$ cat src/rtl/kpn_bcd_adder_pkg.sv
// Shared types and helpers for the BCD adder KPN node.
package kpn_pkg;

    typedef enum logic [1:0] {
        IDLE,
        CONV,
        CALC,
        WRITE
    } state_t;

    localparam logic MODE_ADD = 1'b0;
    localparam logic MODE_SUB = 1'b1;

    localparam logic [3:0] BCD_MAX_DIGIT = 4'd9;

    // Multiply by ten using shifts only: 8*acc + 2*acc.
    function automatic logic [31:0] times_ten(input logic [31:0] acc);
        return (acc << 3) + (acc << 1);
    endfunction

endpackage

$ cat src/rtl/kpn_bcd_adder_bcd_digit_mac.sv
// One digit-serial BCD-to-binary step: acc_out = acc_in*10 + digit.
// Nibbles above 9 are clamped to 9 and flagged.
module bcd_digit_mac
    import kpn_pkg::*;
#(
    parameter int unsigned ACC_W = 16
) (
    input  logic [ACC_W-1:0] acc_in,
    input  logic [3:0]       nibble,
    output logic [ACC_W-1:0] acc_out,
    output logic             err
);

    logic [3:0] digit;

    // Clamp invalid digits, then accumulate.
    always_comb begin
        err     = (nibble > BCD_MAX_DIGIT);
        digit   = err ? BCD_MAX_DIGIT : nibble;
        acc_out = ACC_W'(times_ten(32'(acc_in)) + 32'(digit));
    end

endmodule

$ cat src/rtl/kpn_bcd_adder.sv
// KPN process node: pops one BCD token from each input FIFO, converts both
// digit-serially to binary, adds or subtracts, saturates and pushes the result.
module kpn_bcd_adder
    import kpn_pkg::*;
#(
    parameter int unsigned DIGITS = 4,
    parameter int unsigned OUT_W  = 16,
    parameter bit          SUB_EN = 1'b1
) (
    input  logic                  clk,
    input  logic                  rst,
    input  logic                  mode,
    input  logic [4*DIGITS-1:0]   in1_data,
    input  logic                  in1_empty,
    output logic                  in1_rd,
    input  logic [4*DIGITS-1:0]   in2_data,
    input  logic                  in2_empty,
    output logic                  in2_rd,
    output logic [OUT_W-1:0]      out_data,
    input  logic                  out_full,
    output logic                  out_wr,
    output logic                  ovf,
    output logic                  bcd_err
);

    localparam int unsigned IN_W  = 4 * DIGITS;
    localparam int unsigned ACC_W = 4 * DIGITS;
    localparam logic [63:0] SAT   = (64'd1 << OUT_W) - 64'd1;

    state_t            state;
    logic [IN_W-1:0]   op1, op2;
    logic [ACC_W-1:0]  acc1, acc2;
    logic [ACC_W-1:0]  nxt1, nxt2;
    logic              e1, e2;
    logic              err_r;
    logic              mode_r;
    logic [3:0]        cnt;
    logic [OUT_W-1:0]  res_r;
    logic              ovf_r;
    logic [OUT_W-1:0]  calc_res;
    logic              calc_ovf;
    logic [63:0]       a1w, a2w, raw;

    bcd_digit_mac #(.ACC_W(ACC_W)) u_mac1 (
        .acc_in  (acc1),
        .nibble  (op1[IN_W-1 -: 4]),
        .acc_out (nxt1),
        .err     (e1)
    );

    bcd_digit_mac #(.ACC_W(ACC_W)) u_mac2 (
        .acc_in  (acc2),
        .nibble  (op2[IN_W-1 -: 4]),
        .acc_out (nxt2),
        .err     (e2)
    );

    // Add/subtract with low clamp on underflow and high clamp to OUT_W bits.
    always_comb begin
        a1w      = 64'(acc1);
        a2w      = 64'(acc2);
        calc_ovf = 1'b0;
        raw      = a1w + a2w;
        if (mode_r == MODE_SUB) begin
            if (a1w < a2w) begin
                raw      = '0;
                calc_ovf = 1'b1;
            end else begin
                raw = a1w - a2w;
            end
        end
        if (raw > SAT) begin
            raw      = SAT;
            calc_ovf = 1'b1;
        end
        calc_res = OUT_W'(raw);
    end

    // Token FSM: accept, convert MS digit first, compute, write with backpressure.
    always_ff @(posedge clk) begin
        if (rst) begin
            state    <= IDLE;
            in1_rd   <= 1'b0;
            in2_rd   <= 1'b0;
            out_wr   <= 1'b0;
            ovf      <= 1'b0;
            bcd_err  <= 1'b0;
            out_data <= '0;
            op1      <= '0;
            op2      <= '0;
            acc1     <= '0;
            acc2     <= '0;
            err_r    <= 1'b0;
            mode_r   <= MODE_ADD;
            cnt      <= '0;
            res_r    <= '0;
            ovf_r    <= 1'b0;
        end else begin
            in1_rd  <= 1'b0;
            in2_rd  <= 1'b0;
            out_wr  <= 1'b0;
            ovf     <= 1'b0;
            bcd_err <= 1'b0;
            case (state)
                IDLE: begin
                    if (!in1_empty && !in2_empty) begin
                        in1_rd <= 1'b1;
                        in2_rd <= 1'b1;
                        op1    <= in1_data;
                        op2    <= in2_data;
                        mode_r <= SUB_EN ? mode : MODE_ADD;
                        acc1   <= '0;
                        acc2   <= '0;
                        err_r  <= 1'b0;
                        cnt    <= 4'(DIGITS - 1);
                        state  <= CONV;
                    end
                end
                CONV: begin
                    acc1  <= nxt1;
                    acc2  <= nxt2;
                    err_r <= err_r | e1 | e2;
                    op1   <= op1 << 4;
                    op2   <= op2 << 4;
                    if (cnt == 4'd0) state <= CALC;
                    else             cnt   <= cnt - 4'd1;
                end
                CALC: begin
                    res_r <= calc_res;
                    ovf_r <= calc_ovf;
                    state <= WRITE;
                end
                WRITE: begin
                    if (!out_full) begin
                        out_wr   <= 1'b1;
                        out_data <= res_r;
                        ovf      <= ovf_r;
                        bcd_err  <= err_r;
                        state    <= IDLE;
                    end
                end
                default: state <= IDLE;
            endcase
        end
    end

endmodule
$ cat config.mk
export PLATFORM = sky130hd
export DESIGN_NAME = kpn_bcd_adder
export DESIGN_NICKNAME = d
export VERILOG_FILES = /design/src/rtl/kpn_bcd_adder_pkg.sv /design/src/rtl/kpn_bcd_adder_bcd_digit_mac.sv /design/src/rtl/kpn_bcd_adder.sv
export SDC_FILE = /design/constraint.sdc
export NUM_CORES = 1
export LEC_CHECK = 0
export ABC_AREA = 1
export CORE_MARGIN = 1
export CORE_UTILIZATION = 54
export DETAILED_ROUTE_END_ITERATION = 8
export PLACE_DENSITY = 0.77
export SYNTH_ARGS = -nofsm -noshare
export SYNTH_HDL_FRONTEND = slang
export SYNTH_SLANG_ARGS = --single-unit
$ cat constraint.sdc
create_clock -name clk -period 2.35 [get_ports clk]
set_input_delay 0.3525 -clock clk [delete_from_list [all_inputs] [get_ports clk]]
set_output_delay 0.3525 -clock clk [all_outputs]
set_load 0.01 [all_outputs]
==> impl_metrics.toml <==
[clocking]
cts.reportedPaths.clkPinSlew_ns = 0.08
cts_tree = "done"
number_of_cts_inserted_buffers = 9
tritoncts_num_sinks = 109
cts-root-buf = "sky130_fd_sc_hd__clkbuf_16"
worst_skew_pair.late_latency_ns = 0.36
ctsHtreeMaxLevel = 3
maximum_count_of_clock_buffers_along_a_single_path = 2

[setup_path]
worst_setup_path_startpoint = "op1[13]"
timing.critical_path.slowest_stage_cell = "sky130_fd_sc_hd__fa_2"
r2r_start = "op1[13]"
worstPathBufferInverterCount = 3
arrival_time_reported_for_the_critical_path_endpoint_ns = 2.59
cpLargestDelayFamily = "adder cells"
maximum_net_fanout_on_the_critical_path = 4
critPathCaptureType = "flop"
r2r_setup_slack_ns = -0.01
cpMostUsedCell = "sky130_fd_sc_hd__inv_2"
critical_path.endpoint = "acc1[12]"
path_depth = 17
critical_path.max_stage_delay_ns = 0.37
critPathLaunchType = "flop"
worst-endpoint-required_ns = 2.57
worst_r2r_path_depth = 17
timing.setup.critical_path_class = "flop to flop"
worst_r2r_endpoint = "acc1[12]"
critical_path.cell_chain = "inv_2 -> a21oi_2 -> nor2_1 -> ha_1 -> ha_2 -> inv_2 -> fa_2 -> inv_2 -> nand3_2 -> nand2_4 -> nand2_2 -> nand2_2 -> nand2_1 -> nand2_1 -> a21oi_1 -> o21ai_1 -> a21oi_1"

[global_routing]
grt_first_pass_wirelength_um = 36950
grt_util_all_layers_pct = 28.89
grt_antenna_before_repair = 0
grt_pass1_vias = 7849
grt_max_degree = 55
gr-total-overflow = 0

[synth]
ys_async_sr_fraction_pct = 0
syn_area_um2 = 8082
synth_seq_cells = 109
synthFlopType = "sky130_fd_sc_hd__dfxtp_1"
synth-edff-count = 0
synth_cells = 1244
syn_avg_cell_area_um2 = 6.496
synth.yosys.seq_area_share_pct = 27.00
number_of_distinct_library_cells_after_synthesis = 41
synth.net_count = 1379
ys.warnings.count = 0

[floorplan]
ios = 59
die_x_um = 124.3
design.die.area_um2 = 15460
num_rows = 44
floorplan.core_area_um2 = 14590
floorplan.initialDensity_pct = 55.39
die_height_um = 124.3

[finish]
multi_input_comb_area_um2 = 5245
num_antenna_cells = 0
layout-drive-gt1-share_pct = 14.62
final_nets = 1491
fillerInstances = 1284
area_growth_syn_to_layout_pct = 21.60
layout.cells.non_filler = 1545
mostFrequentLayoutCell = "sky130_fd_sc_hd__nand2_1"
fin_area_um2 = 9827
most-common-layout-cells = "sky130_fd_sc_hd__nand2_1, sky130_fd_sc_hd__inv_1, sky130_fd_sc_hd__nor2_1"
seqCellArea_um2 = 2198

[placed_design]
gp_congestion = 0.9316
port-buffer-count = 58
place_area_um2 = 9331
dpl_wire_length_um = 16650
place_inst = 1523

[routing]
drt_first_pass_iters = 7
via_per_inst = 5.454
post-route-drc-count = 0
drtAntennaViolNets = 0
wirelength_um = 22220
drt_iter0_drc = 706
total_via_count_in_the_routed_design = 8427
detail_route.wl_per_cell_um = 14.38

[power]
cellLeakagePower_nw = 4.939
worst_ir_drop_vdd_mv = 0.5751
cellPowerDensity_nw_per_um2 = 816.4

[timing]
slew-limit-headroom_pct = 56.97
fin_ws_ns = -0.01491
worstMarginPinSlew_ns = 0.6447
timing.fmax_mhz = 422.9
timing.final.crit_period_ns = 2.365
hold_violations = 0
clock_skew_ns = 0.007790
rsz0062_at_grt = "true"
finalMaxSlewViolations = 0
setup_violations = 2
timing.final.crit_share_pct = 100.6

[run_status]
status = "complete, but fails checks"
violations = "negative setup slack"

[worst_hold_path]
hp-class = "flop to flop"

[flow_run]
maxcap_violations = 0
metal layers:
layer / track usage [%] / wire, um
met5: 0 / 0
met1: 38.67 / 10210
met3: 3.308 / 1042
met4: 12.19 / 731
met2: 46.99 / 10230
worst register-to-register path, cell delays in order, from the launching register on:
cell,delay (ns)
sky130_fd_sc_hd__dfxtp_2,0.34
sky130_fd_sc_hd__inv_2,0.04
sky130_fd_sc_hd__a21oi_2,0.17
sky130_fd_sc_hd__nor2_1,0.08
sky130_fd_sc_hd__ha_1,0.28
sky130_fd_sc_hd__ha_2,0.18
sky130_fd_sc_hd__inv_2,0.04
sky130_fd_sc_hd__fa_2,0.37
sky130_fd_sc_hd__inv_2,0.08
sky130_fd_sc_hd__nand3_2,0.08
sky130_fd_sc_hd__nand2_4,0.10
sky130_fd_sc_hd__nand2_2,0.05
sky130_fd_sc_hd__nand2_2,0.07
sky130_fd_sc_hd__nand2_1,0.05
sky130_fd_sc_hd__nand2_1,0.07
sky130_fd_sc_hd__a21oi_1,0.06
sky130_fd_sc_hd__o21ai_1,0.11
sky130_fd_sc_hd__a21oi_1,0.08
power by group:
part,switching (mW),leakage (nW),total [mW],internal [mW]
clock,0.769,0.150,1.62,0.853
sequential,0.240,0.893,2.51,2.27
combinational,2.37,3.90,3.89,1.52
how the worst min path moves through the flow:
stage | slack, ns | cells past startpoint | start | endpoint
final | 0.46 | 2 | err_r | bcd_err
after global placement | 0.44 | 2 | err_r | bcd_err
after global routing | 0.47 | 2 | err_r | bcd_err
after detailed placement | 0.45 | 2 | err_r | bcd_err
after floorplan | 0.42 | 2 | err_r | bcd_err
after CTS | 0.46 | 2 | err_r | bcd_err
per-stage QoR:
stage	hold slack, ns	setup slack (ns)	TNS, ns	power (mW)	util [%]
after floorplan	0.4242	0.0004310	0	4.993	-
after global placement	0.4357	-0.04660	-0.04660	6.144	63.96
after detailed placement	0.4487	-0.1343	-0.3043	6.222	63.96
after CTS	0.4590	-0.01463	-0.01463	7.855	66.21
after global routing	0.4732	-0.1610	-0.7440	8.627	67.36
final	0.4554	-0.01491	-0.01688	8.022	67.36
area by class of cell:
type                    count  area share [%]
multi-input cells         933           53.37
flip-flops and latches    109           22.37
repair buffers            142           12.66
inverters                 161           6.150
well taps                 184           2.343
clock buffers              10           2.330
clock inverters             6          0.7767
kinds of logic after synthesis:
| kind of cell | synth area share (%) |
|---|---|
| AO/OA/AOI/OAI | 16.92 |
| XOR/XNOR | 1.192 |
| flip-flops | 27.00 |
| AND/OR/NAND/NOR | 29.57 |
| buffers and inverters | 9.738 |
| adder cells (fa/ha/maj) | 15.58 |
sequential cells by signal, summed over array words and instances (netlist names):
name / flops
mode_r: 1
out_wr: 1
ovf: 1
acc2: 16
op2: 16
res_r: 16
cnt: 4
op1: 16
out_data: 16
state: 2
in2_rd: 1
err_r: 1
bcd_err: 1
ovf_r: 1
acc1: 16
Yosys cell counts, types with 2 or more instances:
library cell	instances	area share, %
sky130_fd_sc_hd__a211oi_1	2	0.19
sky130_fd_sc_hd__a21o_1	2	0.19
sky130_fd_sc_hd__a21oi_1	107	6.6
sky130_fd_sc_hd__a21oi_2	3	0.33
sky130_fd_sc_hd__a31oi_1	25	1.9
sky130_fd_sc_hd__and2_1	2	0.15
sky130_fd_sc_hd__buf_2	11	0.68
sky130_fd_sc_hd__buf_4	2	0.19
sky130_fd_sc_hd__clkbuf_1	27	1.3
sky130_fd_sc_hd__clkinv_1	2	0.093
sky130_fd_sc_hd__dfxtp_1	109	27
sky130_fd_sc_hd__fa_1	6	1.5
sky130_fd_sc_hd__ha_1	91	14
sky130_fd_sc_hd__inv_1	152	7.1
sky130_fd_sc_hd__inv_2	7	0.33
sky130_fd_sc_hd__nand2_1	312	14
sky130_fd_sc_hd__nand2_2	12	0.93
sky130_fd_sc_hd__nand2_4	3	0.42
sky130_fd_sc_hd__nand3_1	75	4.6
sky130_fd_sc_hd__nand3_2	3	0.37
sky130_fd_sc_hd__nand4_1	7	0.54
sky130_fd_sc_hd__nor2_1	129	6.0
sky130_fd_sc_hd__nor2_2	7	0.54
sky130_fd_sc_hd__nor3_1	12	0.74
sky130_fd_sc_hd__o21ai_0	102	6.3
sky130_fd_sc_hd__o21ai_1	2	0.12
sky130_fd_sc_hd__o21bai_1	7	0.65
sky130_fd_sc_hd__or2_2	3	0.23
sky130_fd_sc_hd__xor2_1	10	1.1
timing repair:
| action | 4_1_cts | 5_1_grt |
|---|---|---|
| resized for setup | 8 | 59 |
| hold buffers | 0 | 0 |
| endpoints found under the setup margin | 8 | 32 |
| setup buffers | 0 | 6 |
| pin swaps | 3 | 22 |
Power figures use the tool's default switching activity.
